<file path="config.mk">
export PLATFORM = sky130hd
export DESIGN_NAME = binary_stream_accumulator
export DESIGN_NICKNAME = d
export VERILOG_FILES = /design/src/rtl/binary_stream_accumulator.sv
export SDC_FILE = /design/constraint.sdc
export NUM_CORES = 1
export LEC_CHECK = 0
export CAP_MARGIN = 20
export CORE_MARGIN = 8
export CORE_UTILIZATION = 45
export DETAILED_ROUTE_END_ITERATION = 10
export GPL_TIMING_DRIVEN = 0
export PLACE_DENSITY = 0.73
export SYNTH_ARGS = -nofsm -noshare
export SYNTH_HDL_FRONTEND = slang
export SYNTH_SLANG_ARGS = --single-unit
</file>
<file path="constraint.sdc">
create_clock -name clk -period 11.17 [get_ports clk]
set_clock_uncertainty 0.2 [all_clocks]
set_input_delay 2.234 -clock clk [delete_from_list [all_inputs] [get_ports clk]]
set_output_delay 2.234 -clock clk [all_outputs]
set_load 0.05 [all_outputs]
</file>
<file path="src/rtl/binary_stream_accumulator.sv">
// Bit-serial to binary converter: NUM_LANES MSB-first lane words, lane i weighted
// by 2^i, summed into one OUT_WIDTH result behind a valid/ready output register.
module binary_stream_accumulator #(
  parameter int NUM_LANES   = 8,
  parameter int STREAM_BITS = 8,
  parameter int SIGNED      = 0,
  localparam int OUT_WIDTH  = NUM_LANES + STREAM_BITS
) (
  input  logic                 clk,
  input  logic                 reset,
  input  logic                 flush,
  input  logic                 in_valid,
  output logic                 in_ready,
  input  logic [NUM_LANES-1:0] in_bits,
  output logic                 out_valid,
  input  logic                 out_ready,
  output logic [OUT_WIDTH-1:0] out_data,
  output logic                 out_msb
);

  localparam int CW = (STREAM_BITS > 2) ? $clog2(STREAM_BITS) : 1;
  localparam logic [CW-1:0] LAST_CNT = CW'(STREAM_BITS - 1);

  typedef enum logic {COLLECT, LAST} phase_t;

  phase_t                                  phase;
  logic [CW-1:0]                           bit_cnt, bit_cnt_next;
  // Only STREAM_BITS-1 bits are stored; the final bit is taken live from in_bits.
  logic [NUM_LANES-1:0][STREAM_BITS-2:0]   sr, sr_next;
  logic [NUM_LANES-1:0][STREAM_BITS-1:0]   word;
  logic                                    accept, complete;
  logic [OUT_WIDTH-1:0]                    sum, ext;

  always_comb begin
    phase        = (bit_cnt == LAST_CNT) ? LAST : COLLECT;
    in_ready     = !(phase == LAST && out_valid && !out_ready);
    accept       = in_valid && in_ready && !flush;
    complete     = accept && (phase == LAST);
    bit_cnt_next = bit_cnt;
    sr_next      = sr;
    for (int unsigned i = 0; i < NUM_LANES; i++) begin
      word[i] = {sr[i], in_bits[i]};
    end
    if (flush) begin
      bit_cnt_next = '0;
      sr_next      = '0;
    end else if (accept) begin
      for (int unsigned i = 0; i < NUM_LANES; i++) begin
        sr_next[i] = word[i][STREAM_BITS-2:0];
      end
      bit_cnt_next = (phase == LAST) ? '0 : bit_cnt + 1'b1;
    end
  end

  always_comb begin
    sum = '0;
    ext = '0;
    for (int unsigned i = 0; i < NUM_LANES; i++) begin
      if (SIGNED != 0) ext = {{NUM_LANES{word[i][STREAM_BITS-1]}}, word[i]};
      else             ext = {{NUM_LANES{1'b0}}, word[i]};
      sum = sum + (ext << i);
    end
  end

  always_ff @(posedge clk or negedge reset) begin
    if (!reset) begin
      bit_cnt   <= '0;
      sr        <= '0;
      out_valid <= 1'b0;
      out_data  <= '0;
    end else begin
      bit_cnt <= bit_cnt_next;
      sr      <= sr_next;
      if (complete) begin
        out_data  <= sum;
        out_valid <= 1'b1;
      end else if (out_ready) begin
        out_valid <= 1'b0;
      end
    end
  end

  assign out_msb = out_data[OUT_WIDTH-1];

endmodule

</file>
=== Word-level counts from Yosys, hierarchy flattened ===
Cells that the tools add are included.

* Add/subtract/negate cells: 8
* Multipliers: 0
* Div/mod/pow operators: 0
* $lt $le $gt $ge: 0
* Eq/ne operators: 1
* Shift-type cells: 0
* Multiplexer cells: 8
* Bitwise logic cells: 0
* Reduce and logical (&&, ||, !) cells: 10

{| class="wikitable"
|+ Operator list
! operator !! count
|-
| $mux 56 || 2
|-
| $add 15x15->16 || 1
|-
| $add 14x14->15 || 1
|-
| $add 13x13->14 || 1
|-
| $add 12x12->13 || 1
|-
| $add 11x11->12 || 1
|-
| $add 10x10->11 || 1
|-
| $add 8x9->10 || 1
|-
| $mux 3 || 3
|-
| $logic_and 1x1->1 || 5
|-
| $reduce_bool 2->1 || 2
|-
| $add 3x1->3 const B || 1
|-
| $eq 3x3->1 const B || 1
|-
| $logic_not 1->1 || 3
|-
| $mux 1 || 3
|}

* Flip-flop bits (word level): 76
* Bits in latches: 0
* Bits in writable memories: 0
* Bits in read-only memories: 0
* Bits of input ports: 13
* Output and inout port bits: 19
* Logic and storage cells: 38
* Memories: 0

=== Longest topological paths before layout ===
* Depth after elaboration: 9
* Gate-level depth with buffers: 14
* Gate-level depth less buffers: 14

=== Worst setup path after synthesis ===
Ideal clock, no wire load.

* Path type: in2reg
* Start point: input port in_bits[5]
* End point: register out_data[15]
* Library setup time: 0.069 ns
* Arrival time: 5.533 ns
* Data required time: 10.901 ns
* Slack: 5.368 ns
* Stages on the path: 13
* Buffers on the path: 0
* Path through: inv_1 > fa_1 > inv_1 > fa_1 > fa_1 > ha_1 > ha_1 > fa_1 > a21o_1 > nand3_1 > a21oi_1 > or4_1 > nand3_1

* Word-level cells in the longest chain between the ends: 3

{| class="wikitable"
|+ RTL lines
! element !! RTL line !! source
|-
| start, declared || 14 || <nowiki>input logic [NUM_LANES-1:0] in_bits,</nowiki>
|-
| $add 13x13->14 || 61 || <nowiki>sum = sum + (ext << i);</nowiki>
|-
| $add 14x14->15 || 61 ||
|-
| $add 15x15->16 || 61 ||
|-
| end signal, assigned || 75 || <nowiki>out_data <= sum;</nowiki>
|-
| end, declared || 17 || <nowiki>output logic [OUT_WIDTH-1:0] out_data,</nowiki>
|}

No other way between the ends.
A chain may end at the register's enable or synchronous reset.

=== Worst setup path in the final report ===
Ends and elaborated chain as after synthesis.

==> summary.md <==
Final layout
- 0.08831 — proportion of layout cells with a drive suffix above 1
- sky130_fd_sc_hd__dfrtp_1 — most frequent standard cell in the layout excluding fill and tap cells
- 16.25% — Area Overhead vs Synth
- 499 — Post-layout nets
- 0 — antenna diode instance count
- 853 — Layout fillers
- sky130_fd_sc_hd__dfrtp_1, sky130_fd_sc_hd__inv_1, sky130_fd_sc_hd__a22o_1 — commonest cells after routing, fill and taps aside
- 552 — Final Non-Filler Cells
- 2195 µm² — multi-input gate area in the final layout
- 0.5362 — share of the core filled with cells
- 1902 µm² — area taken by flip-flops and latches

Critical path
- input pin to flop — worst setup path class
- sky130_fd_sc_hd__fa_1 — master of the slowest instance on the critical path
- 11,260 ps — Worst Path Required
- sky130_fd_sc_hd__fa_1 — most numerous cell on the critical path
- 530 ps — Max stage delay on crit path
- 3 — Critical Path Fanout Max
- input pin — type of element launching the critical path
- 6330 ps — signal arrival time at the worst endpoint
- clkdlybuf4s50_1 -> inv_1 -> fa_1 -> inv_1 -> fa_1 -> fa_1 -> ha_1 -> ha_1 -> fa_1 -> a21o_1 -> nand3_1 -> a21oi_1 -> or4_1 -> nand3_1 — cells traversed along the worst timing path
- flop — nature of the critical path endpoint

Clock network
- 2 — buffer depth of the longest clock path
- 80 ps — clock edge transition at the registers on the reported setup and hold paths
- 76 — clock sinks
- 0 — number of hold buffers added after cts
- sky130_fd_sc_hd__clkbuf_8 — buffer cell driving the clock tree root
- 0 — buffer count from post-CTS setup fixing
- 9 — TritonCTS Buffers
- done — clock tree from TritonCTS
- 3 — # H-tree levels
- 350 ps — Clk Latency, worst-skew pair
- 0 — count of cells resized by post-cts repair

Routing
- 0 — number of routed nets with antenna violations
- 8.725 mm — overall routed net length
- 117 — DRT iter0 DRCs
- 5.236 — per-cell via count in the routed design
- 4 — total iterations of the first detailed-routing run
- 15.81 µm — average wire per standard cell
- 2,890 — vias post-DR
- 0 — DR DRC count

Power
- 112.7 nW/µm² — power density over the cells
- 80.12 µV — maximum vdd drop
- 2.676 nW — leak pwr
- 0.5850 mW — Tot Pwr

Yosys
- 372 — Cells after Synth
- 1.000 — Synth async-reset ratio
- sky130_fd_sc_hd__dfrtp_1 — Most used DFF post-synth
- 0.4258 — portion of synthesized cell area occupied by the leading cell type
- sky130_fd_sc_hd__dfrtp_1, sky130_fd_sc_hd__fa_1, sky130_fd_sc_hd__a22o_1, sky130_fd_sc_hd__ha_1, sky130_fd_sc_hd__inv_1 — cell types with the largest area share after synthesis
- 76 — number of synthesized register bits
- 0 — EDFF count, synth
- 0 — warnings from Yosys
- 4467 µm² — Synth Cell Area
- sky130_fd_sc_hd__dfrtp_1 — cell accounting for the most synthesized area
- 33 — distinct cell type count after synthesis
- 456 — post-synth net total
- 0.4258 — sequential-to-total area share from yosys stat
- 12.01 µm² — post-synthesis area per instance

Die
- 115.6 µm — chip height
- 13,370 µm² — floorplan die area
- 115.6 µm — die width
- 36 — Core Rows
- 9684 µm² — placeable core area
- 32 — number of ports placed on the die boundary
- 0.4612 — starting density of the core

STA
- 0 — total count of max-transition violations in the final report
- 6238 ps — minimum clock period
- 0.6503 — relative max-transition margin
- 0 — final hold violation count
- 0 — final setup violation count
- 160.3 MHz — maximum clock frequency
- 4932 ps — worst setup margin
- no — RSZ-0062 raised after global routing
- 0.5585 — share of the cycle needed by the critical path after routing
- 523.0 ps — Worst Tran Pin Value
- 0 ps — Post-Route Setup TNS

Place
- 537 — cell total after placement
- 6.767 mm — Post-DP HPWL
- 31 — count of port buffers added during placement
- 0.8414 — final weighted congestion in routability-driven placement
- 4576 ps — post-placement worst setup slack

Worst hold path
- flop to flop — path class of the lowest-slack min-delay path

GRT
- 0 — antenna violations before repair
- 15.23 mm — global-route wire length before repair
- 57 — pin count of the biggest net entering global routing
- 0.1460 — total track usage
- 0 — aggregate global routing overflow
- 3,111 — number of global-route vias before repair

Outcome
- finished, final reports clean — outcome

Flow run
- 0 — max-capacitance violation count

## cells by family after synthesis
| kind of cell | synth area share |
|---|---|
| AO/OA/AOI/OAI | 0.1563 |
| buffers and inverters | 0.08291 |
| flip-flops | 0.4258 |
| adder cells (fa/ha/maj) | 0.2627 |
| AND/OR/NAND/NOR | 0.04286 |
| multiplexers | 0.01765 |
| XOR/XNOR | 0.01177 |
## metal layers
| layer | up-vias | global-route usage | wire length, µm |
|---|---|---|---|
| met3 | 10 | 0.04273 | 372 |
| met1 | 1502 | 0.1832 | 3821 |
| met4 | 0 | 0.03544 | 76 |
| li1 | 1332 | - | - |
| met2 | 46 | 0.2426 | 4455 |
| met5 | - | 0 | 0 |
## Yosys cell counts (4+ instances only)
library cell	count
sky130_fd_sc_hd__dfrtp_1	76
sky130_fd_sc_hd__inv_1	71
sky130_fd_sc_hd__a22o_1	59
sky130_fd_sc_hd__fa_1	38
sky130_fd_sc_hd__ha_1	33
sky130_fd_sc_hd__nand2_1	14
sky130_fd_sc_hd__buf_2	11
sky130_fd_sc_hd__a21oi_1	9
sky130_fd_sc_hd__mux2_1	7
sky130_fd_sc_hd__o21ai_1	6
sky130_fd_sc_hd__nand3_1	5
sky130_fd_sc_hd__a21o_1	4
## cell type report
type / instances / area share
plain buffers: 17 / 0.02000
clock buffers: 11 / 0.02916
clock inverters: 4 / 0.01398
inverters: 71 / 0.05133
multi-input cells: 208 / 0.4226
flip-flops and latches: 76 / 0.3663
well taps: 133 / 0.03205
repair buffers: 32 / 0.06458
## path summary, 6_finish.rpt
check | start | endpoint | slack (ps) | cells after the start
setup / recovery | in_bits[5] | out_data[15]$_DFFE_PN0P_ | 4930 | 14
hold / removal | out_data[14]$_DFFE_PN0P_ | out_data[14]$_DFFE_PN0P_ | 290 | 2
setup reg to reg | sr[19]$_DFFE_PN0P_ | out_data[15]$_DFFE_PN0P_ | 6920 | 14
hold reg to reg | out_data[14]$_DFFE_PN0P_ | out_data[14]$_DFFE_PN0P_ | 290 | 2
max in group asynchronous | reset | sr[23]$_DFFE_PN0P_ | 8630 | 2
min in group asynchronous | reset | out_data[13]$_DFFE_PN0P_ | 1560 | 1
## flip-flops by register name, indices dropped and copies added, names as in the netlist
name,flops
sr,49
out_data,16
ext,7
bit_cnt,3
out_valid,1
## where the power goes
part,leakage (nW),internal [mW],switching [mW]
logic,1.51,0.0271,0.0372
clock network,0.111,0.136,0.102
registers,1.05,0.279,0.00382
total,2.68,0.442,0.143
## through the flow
stage               hold WS (ps)  instance area [µm²]
global route               310.0                 5192
global placement           270.0                 4943
floorplan                  272.9                 4467
detailed placement         273.6                 4969
CTS                        292.1                 5192
finish                     288.6                 5192
## worst max-delay path: cells and delay by family
kind | cells | cell delay, ps
AOI/OAI and AO/OA | 2 | 300
adders and majority gates | 6 | 2520
buffers and inverters | 3 | 660
and+or+nand+nor | 3 | 620
No activity file was read; power rests on OpenSTA's default activity.
